<file path="config.mk">
export PLATFORM = sky130hd
export DESIGN_NAME = top_lane_datapath
export DESIGN_NICKNAME = d
export VERILOG_FILES = /design/src/rtl/top_lane_datapath.sv
export SDC_FILE = /design/constraint.sdc
export NUM_CORES = 2
export LEC_CHECK = 0
export CAP_MARGIN = 20
export CORE_MARGIN = 2
export CORE_UTILIZATION = 30
export DETAILED_ROUTE_END_ITERATION = 8
export SLEW_MARGIN = 20
export SYNTH_ARGS = -nofsm -noshare
export SYNTH_HDL_FRONTEND = slang
export SYNTH_SLANG_ARGS = --single-unit
</file>
<file path="constraint.sdc">
create_clock -name clk -period 6.4 [get_ports clk]
set_input_delay 1.92 -clock clk [delete_from_list [all_inputs] [get_ports clk]]
set_output_delay 1.92 -clock clk [all_outputs]
set_load 0.01 [all_outputs]
</file>
<file path="src/rtl/top_lane_datapath.sv">
// top_lane_datapath: registered mixed-arithmetic datapath.
// Four operand buses feed fourteen independent 66-bit result lanes,
// concatenated onto y with lane k at y[66k+65:66k].
// The lanes are products, sums, accumulators, running extrema, bit
// statistics and a short product delay line.
module top_lane_datapath #(
  parameter int LANE_W    = 66,
  parameter int NUM_LANES = 14
) (
  input  logic                          clk,
  input  logic                          rst_n,
  input  logic [20:0]                   wire3,
  input  logic [17:0]                   wire2,
  input  logic [2:0]                    wire1,
  input  logic [9:0]                    wire0,
  output logic [LANE_W*NUM_LANES-1:0]   y
);

  // Reset values of the running max/min lanes. Each starts at the weakest
  // value its operand can take, so the first real sample always replaces it.
  localparam logic [LANE_W-1:0] L7_INIT = {{48{1'b1}}, 18'h20000};
  localparam logic [LANE_W-1:0] L8_INIT = {{56{1'b0}}, 10'h1FF};

  logic [51:0]       x;
  logic [27:0]       prod_bd;
  logic [19:0]       sum_bdc;
  logic [20:0]       prod_bc;
  logic [41:0]       sq_a;
  logic [17:0]       max_b;
  logic [9:0]        min_d;
  logic [20:0]       rot_a;
  logic [5:0]        pop_x;
  logic [5:0]        flags;
  logic [LANE_W-1:0] lane     [NUM_LANES];
  logic [LANE_W-1:0] lane_nxt [NUM_LANES];

  assign x = {wire3, wire2, wire1, wire0};

  // Operand arithmetic. Signed operands are sign-extended to the result
  // width, so an unsigned multiply or add then gives the correct
  // two's-complement result modulo that width.
  assign prod_bd = {{10{wire2[17]}}, wire2} * {{18{wire0[9]}}, wire0};
  assign sum_bdc = {{2{wire2[17]}}, wire2} + {{10{wire0[9]}}, wire0}
                 + {{17{wire1[2]}}, wire1};
  assign prod_bc = {{3{wire2[17]}}, wire2} * {{18{wire1[2]}}, wire1};
  assign sq_a    = {21'd0, wire3} * {21'd0, wire3};

  // Running signed extrema, compared against the low bits of the lane.
  // Only those low bits are ever significant.
  always_comb begin
    max_b = lane[7][17:0];
    if ($signed(wire2) > $signed(lane[7][17:0]))
      max_b = wire2;
    min_d = lane[8][9:0];
    if ($signed(wire0) < $signed(lane[8][9:0]))
      min_d = wire0;
  end

  // Rotate operand A left by the unsigned two-bit amount in operand C.
  always_comb begin
    rot_a = wire3;
    case (wire1[1:0])
      2'd0: rot_a = wire3;
      2'd1: rot_a = {wire3[19:0], wire3[20]};
      2'd2: rot_a = {wire3[18:0], wire3[20:19]};
      2'd3: rot_a = {wire3[17:0], wire3[20:18]};
      default: rot_a = wire3;
    endcase
  end

  // Population count over the whole concatenated operand word.
  always_comb begin
    pop_x = '0;
    for (int i = 0; i < 52; i++)
      pop_x = pop_x + {5'd0, x[i]};
  end

  // Status flags: A zero, D > B (signed), B zero, and the C, D and B sign bits.
  always_comb begin
    flags    = '0;
    flags[5] = (wire3 == 21'd0);
    flags[4] = ($signed({{8{wire0[9]}}, wire0}) > $signed(wire2));
    flags[3] = (wire2 == 18'd0);
    flags[2] = wire1[2];
    flags[1] = wire0[9];
    flags[0] = wire2[17];
  end

  // Next value of every lane, built from pre-edge lane and operand values.
  always_comb begin
    for (int k = 0; k < NUM_LANES; k++)
      lane_nxt[k] = lane[k];
    lane_nxt[0]  = {14'd0, x};
    lane_nxt[1]  = {{38{prod_bd[27]}}, prod_bd};
    lane_nxt[2]  = {{46{sum_bdc[19]}}, sum_bdc};
    lane_nxt[3]  = lane[3] + {{45{prod_bc[20]}}, prod_bc};
    lane_nxt[4]  = {24'd0, sq_a};
    lane_nxt[5]  = lane[5] ^ {14'd0, x};
    lane_nxt[6]  = lane[6] + 66'd1;
    lane_nxt[7]  = {{48{max_b[17]}}, max_b};
    lane_nxt[8]  = {{56{min_d[9]}}, min_d};
    lane_nxt[9]  = {45'd0, rot_a};
    lane_nxt[10] = {60'd0, pop_x};
    lane_nxt[11] = {60'd0, flags};
    lane_nxt[12] = lane[1];
    lane_nxt[13] = lane[12];
  end

  // Lane registers. Reset clears everything except the extrema seeds.
  always_ff @(posedge clk or negedge rst_n) begin
    if (!rst_n) begin
      for (int k = 0; k < NUM_LANES; k++)
        lane[k] <= '0;
      lane[7] <= L7_INIT;
      lane[8] <= L8_INIT;
    end else begin
      for (int k = 0; k < NUM_LANES; k++)
        lane[k] <= lane_nxt[k];
    end
  end

  // The output bus is a direct concatenation of the lane registers.
  always_comb begin
    y = '0;
    for (int k = 0; k < NUM_LANES; k++)
      y[LANE_W*k +: LANE_W] = lane[k];
  end

endmodule

</file>
==> run metrics <==
max FFs per register around 440; Root Buffer clkbuf_16; CTS Buf Count slightly below 60; drt wl/cell 18.59 µm; Setup-failing EPs final between 70 and 80; Unique masters post-synth between 80 and 90; NumNets Final about 7000; Setup TNS Final -33710 ps; Final WS setup -971.7 ps; Yosys warnings 0; share of cells above drive strength 1 29.89%; Top FF cell, synth dfrtp_1; failing checks setup timing; CP max-delay cell fa_2; die width 392.7 µm; Synth-to-Final Area Change 45.79%; port bufs 759; min-delay src y[76]; max-slew violation count 0; hold depth 0; CORE AREA around 150000 µm²; register area share after synthesis 24.21%; FF+latch count, synth 438; RSZ-0062 raised after global routing true; R2R cell count 10; Clock Pin Slew Worst Setup and Hold Paths about 60 ps; Starting DRT DRC Count 1770; vias per inst 4.415; Post-DRT Antenna Nets 0; clock skew 22.40 ps; Final Cycle Share 115.2%; most common cell after layout, fill and taps aside buf_4; DRT Pass-1 Iters 5; CP endpoint kind flip-flop; crit path max fanout 5; syn_area_per_cell around 10 µm²; Post-synth ARST share 100.0%; Final min period 7372 ps; buffers and inverters on the worst path 12; DIE AREA 154200 µm²; Max Cap Violations 0; Slew @ Worst Pin 1057 ps; WL final 149.2 mm; final hold vios 0; initial antenna violation count 6; number of global-route vias before repair around 37000; Rows roughly 140; number of synthesized flops with an enable pin 0; DR vias 35440; gp weighted congestion 0.8983; top cell family by delay on the critical path adder cells; starting density of the core between 30 and 40%; drt drc 0; r2r setup slk 3080 ps; Cell Area, Synth 45320 µm²; first-pass GRT wire length 220.2 mm; WP data arrival 7940 ps; Endpoint, Worst Hold y[802]; CTS tree built; H-tree lvl count 2; Crit Path Category input port to flip-flop; clock sink total 438; Slew HR between 20 and 30%; maximum clock path buffer count 3; worst hold path type flip-flop to flip-flop; R2R Path End y[461]; die height 392.7 µm; largest net degree at the start of global routing 112; startpoint class of the critical path input port; cell mode on critical path fa_1; hold slack 367.8 ps; GR Overflow Total 0; worst-skew pair later-pin latency between 600 and 700 ps; I/O Pins 978; Max Fclk 0.1357 GHz; Critical R2R Launch y[398]; outcome complete, but fails checks; Synth Instances roughly 4500; dpl hpwl 118.7 mm; fillcell total 14130; worst path required time 6960 ps; Total Routing Usage GR a little under a fifth; Critical Path Max Stage Delay around 540 ps; most frequent cells in the layout buf_4 (851), clkdlybuf4s50_1 (707), inv_1 (645)
-- logic make-up (layout without fill, tap and decap cells) --
kind of cell | after synthesis | after routing | share of synthesized area (%)
multiplexers | 32 | 32 | 1.309
adder cells (fa/ha/maj) | 974 | 974 | 35.99
AND/OR/NAND/NOR | 908 | 908 | 9.619
other | 1 | 220 | 0.008275
buffers and inverters | 1393 | 2647 | 16.05
flip-flops | 438 | 438 | 24.21
AO/OA/AOI/OAI | 504 | 504 | 7.247
XOR/XNOR | 288 | 288 | 5.566
-- worst max-delay path by stage --
stage | startpoint | to | slack, ps | cells after the start
floorplan | wire1[0] | y[249] | -1270 | 27
global placement | wire3[7] | y[302] | -2410 | 26
finish | wire3[4] | y[302] | -970 | 29
CTS | wire3[4] | y[304] | -1030 | 27
global route | wire3[4] | y[302] | -1110 | 29
detailed placement | wire3[7] | y[302] | -2380 | 26
-- final cells by class --
cell class	count	area [µm²]	share of cell area, %
Tap cell	2016	2522	3.818
Sequential cell	438	10980	16.61
Multi-Input combinational cell	2924	30920	46.80
Clock inverter	25	286.5	0.4337
Inverter	733	2856	4.323
Timing Repair Buffer	1806	16820	25.46
Clock buffer	83	1675	2.536
Antenna cell	2	5.005	0.007575
-- what timing repair did --
action                                  CTS  global route
hold buffers                              0             0
pin swaps                               344           302
endpoints found under the setup margin   96            91
cloned                                    7             2
resized for setup                       620           324
buffers inserted                        150            76
-- Yosys cell counts, types with 5 or more instances --
cell	number	area (µm²)
a21oi_1	143	715.7
nand3_1	62	310.3
o21bai_1	20	150.1
xor2_1	116	1016
and4_1	15	131.4
o31ai_1	6	45.04
mux2_2	8	90.09
nor3_1	31	155.2
or2_2	7	43.79
a31oi_1	19	118.9
nor2_1	189	709.4
dfrtp_1	428	10710
o21a_1	23	172.7
and2_1	139	869.6
a41oi_1	5	43.79
o21ai_0	106	530.5
dfstp_2	10	262.8
nand2b_1	19	118.9
nand4_1	24	150.1
fa_1	549	10990
inv_1	725	2721
o211ai_1	10	75.07
ha_1	425	5318
a211oi_1	20	150.1
a21boi_0	6	45.04
and3_1	28	175.2
o21ai_1	5	25.02
or3_1	10	62.56
nand2_1	325	1220
nor2b_1	22	137.6
a2111oi_0	5	43.79
buf_2	8	40.04
clkinv_1	8	30.03
xnor2_1	172	1506
clkbuf_1	102	382.9
a21o_1	86	645.6
mux4_2	21	473.0
buf_1	7	26.28
nor4_1	12	75.07
buf_4	542	4069
-- through the flow --
step / utilization [%] / instances / setup slack (ps) / cell area [µm²]
after floorplan: - / 4755 / -1270 / 47590
after global placement: 39.66 / 7727 / -2413 / 59470
after detailed placement: 39.66 / 7727 / -2380 / 59470
after CTS: 43.06 / 7976 / -1029 / 64560
after global routing: 44.06 / 8027 / -1107 / 66070
final: 44.06 / 8027 / -971.7 / 66070
-- worst reg2reg max path, cell delays in order, from the launching register on --
cell	delay, ps
dfrtp_1	450
and4_1	260
nand2_1	60
nor2_1	460
nand2_1	220
nor2_1	430
nand2_1	260
or3_1	470
nor2_2	300
nand4_1	160
xnor2_1	150
-- routing by layer --
layer | track usage (%) | wire length, µm | up-vias
met5 | 0 | 13 | -
met4 | 5.580 | 4606 | 2
met3 | 4.994 | 11030 | 199
met2 | 30.56 | 70520 | 983
met1 | 24.35 | 63070 | 17830
li1 | - | - | 16430
Power is left out: the tool's default activity adds up to more than one toggle a clock period on the data nets, which glitch-free logic cannot reach.
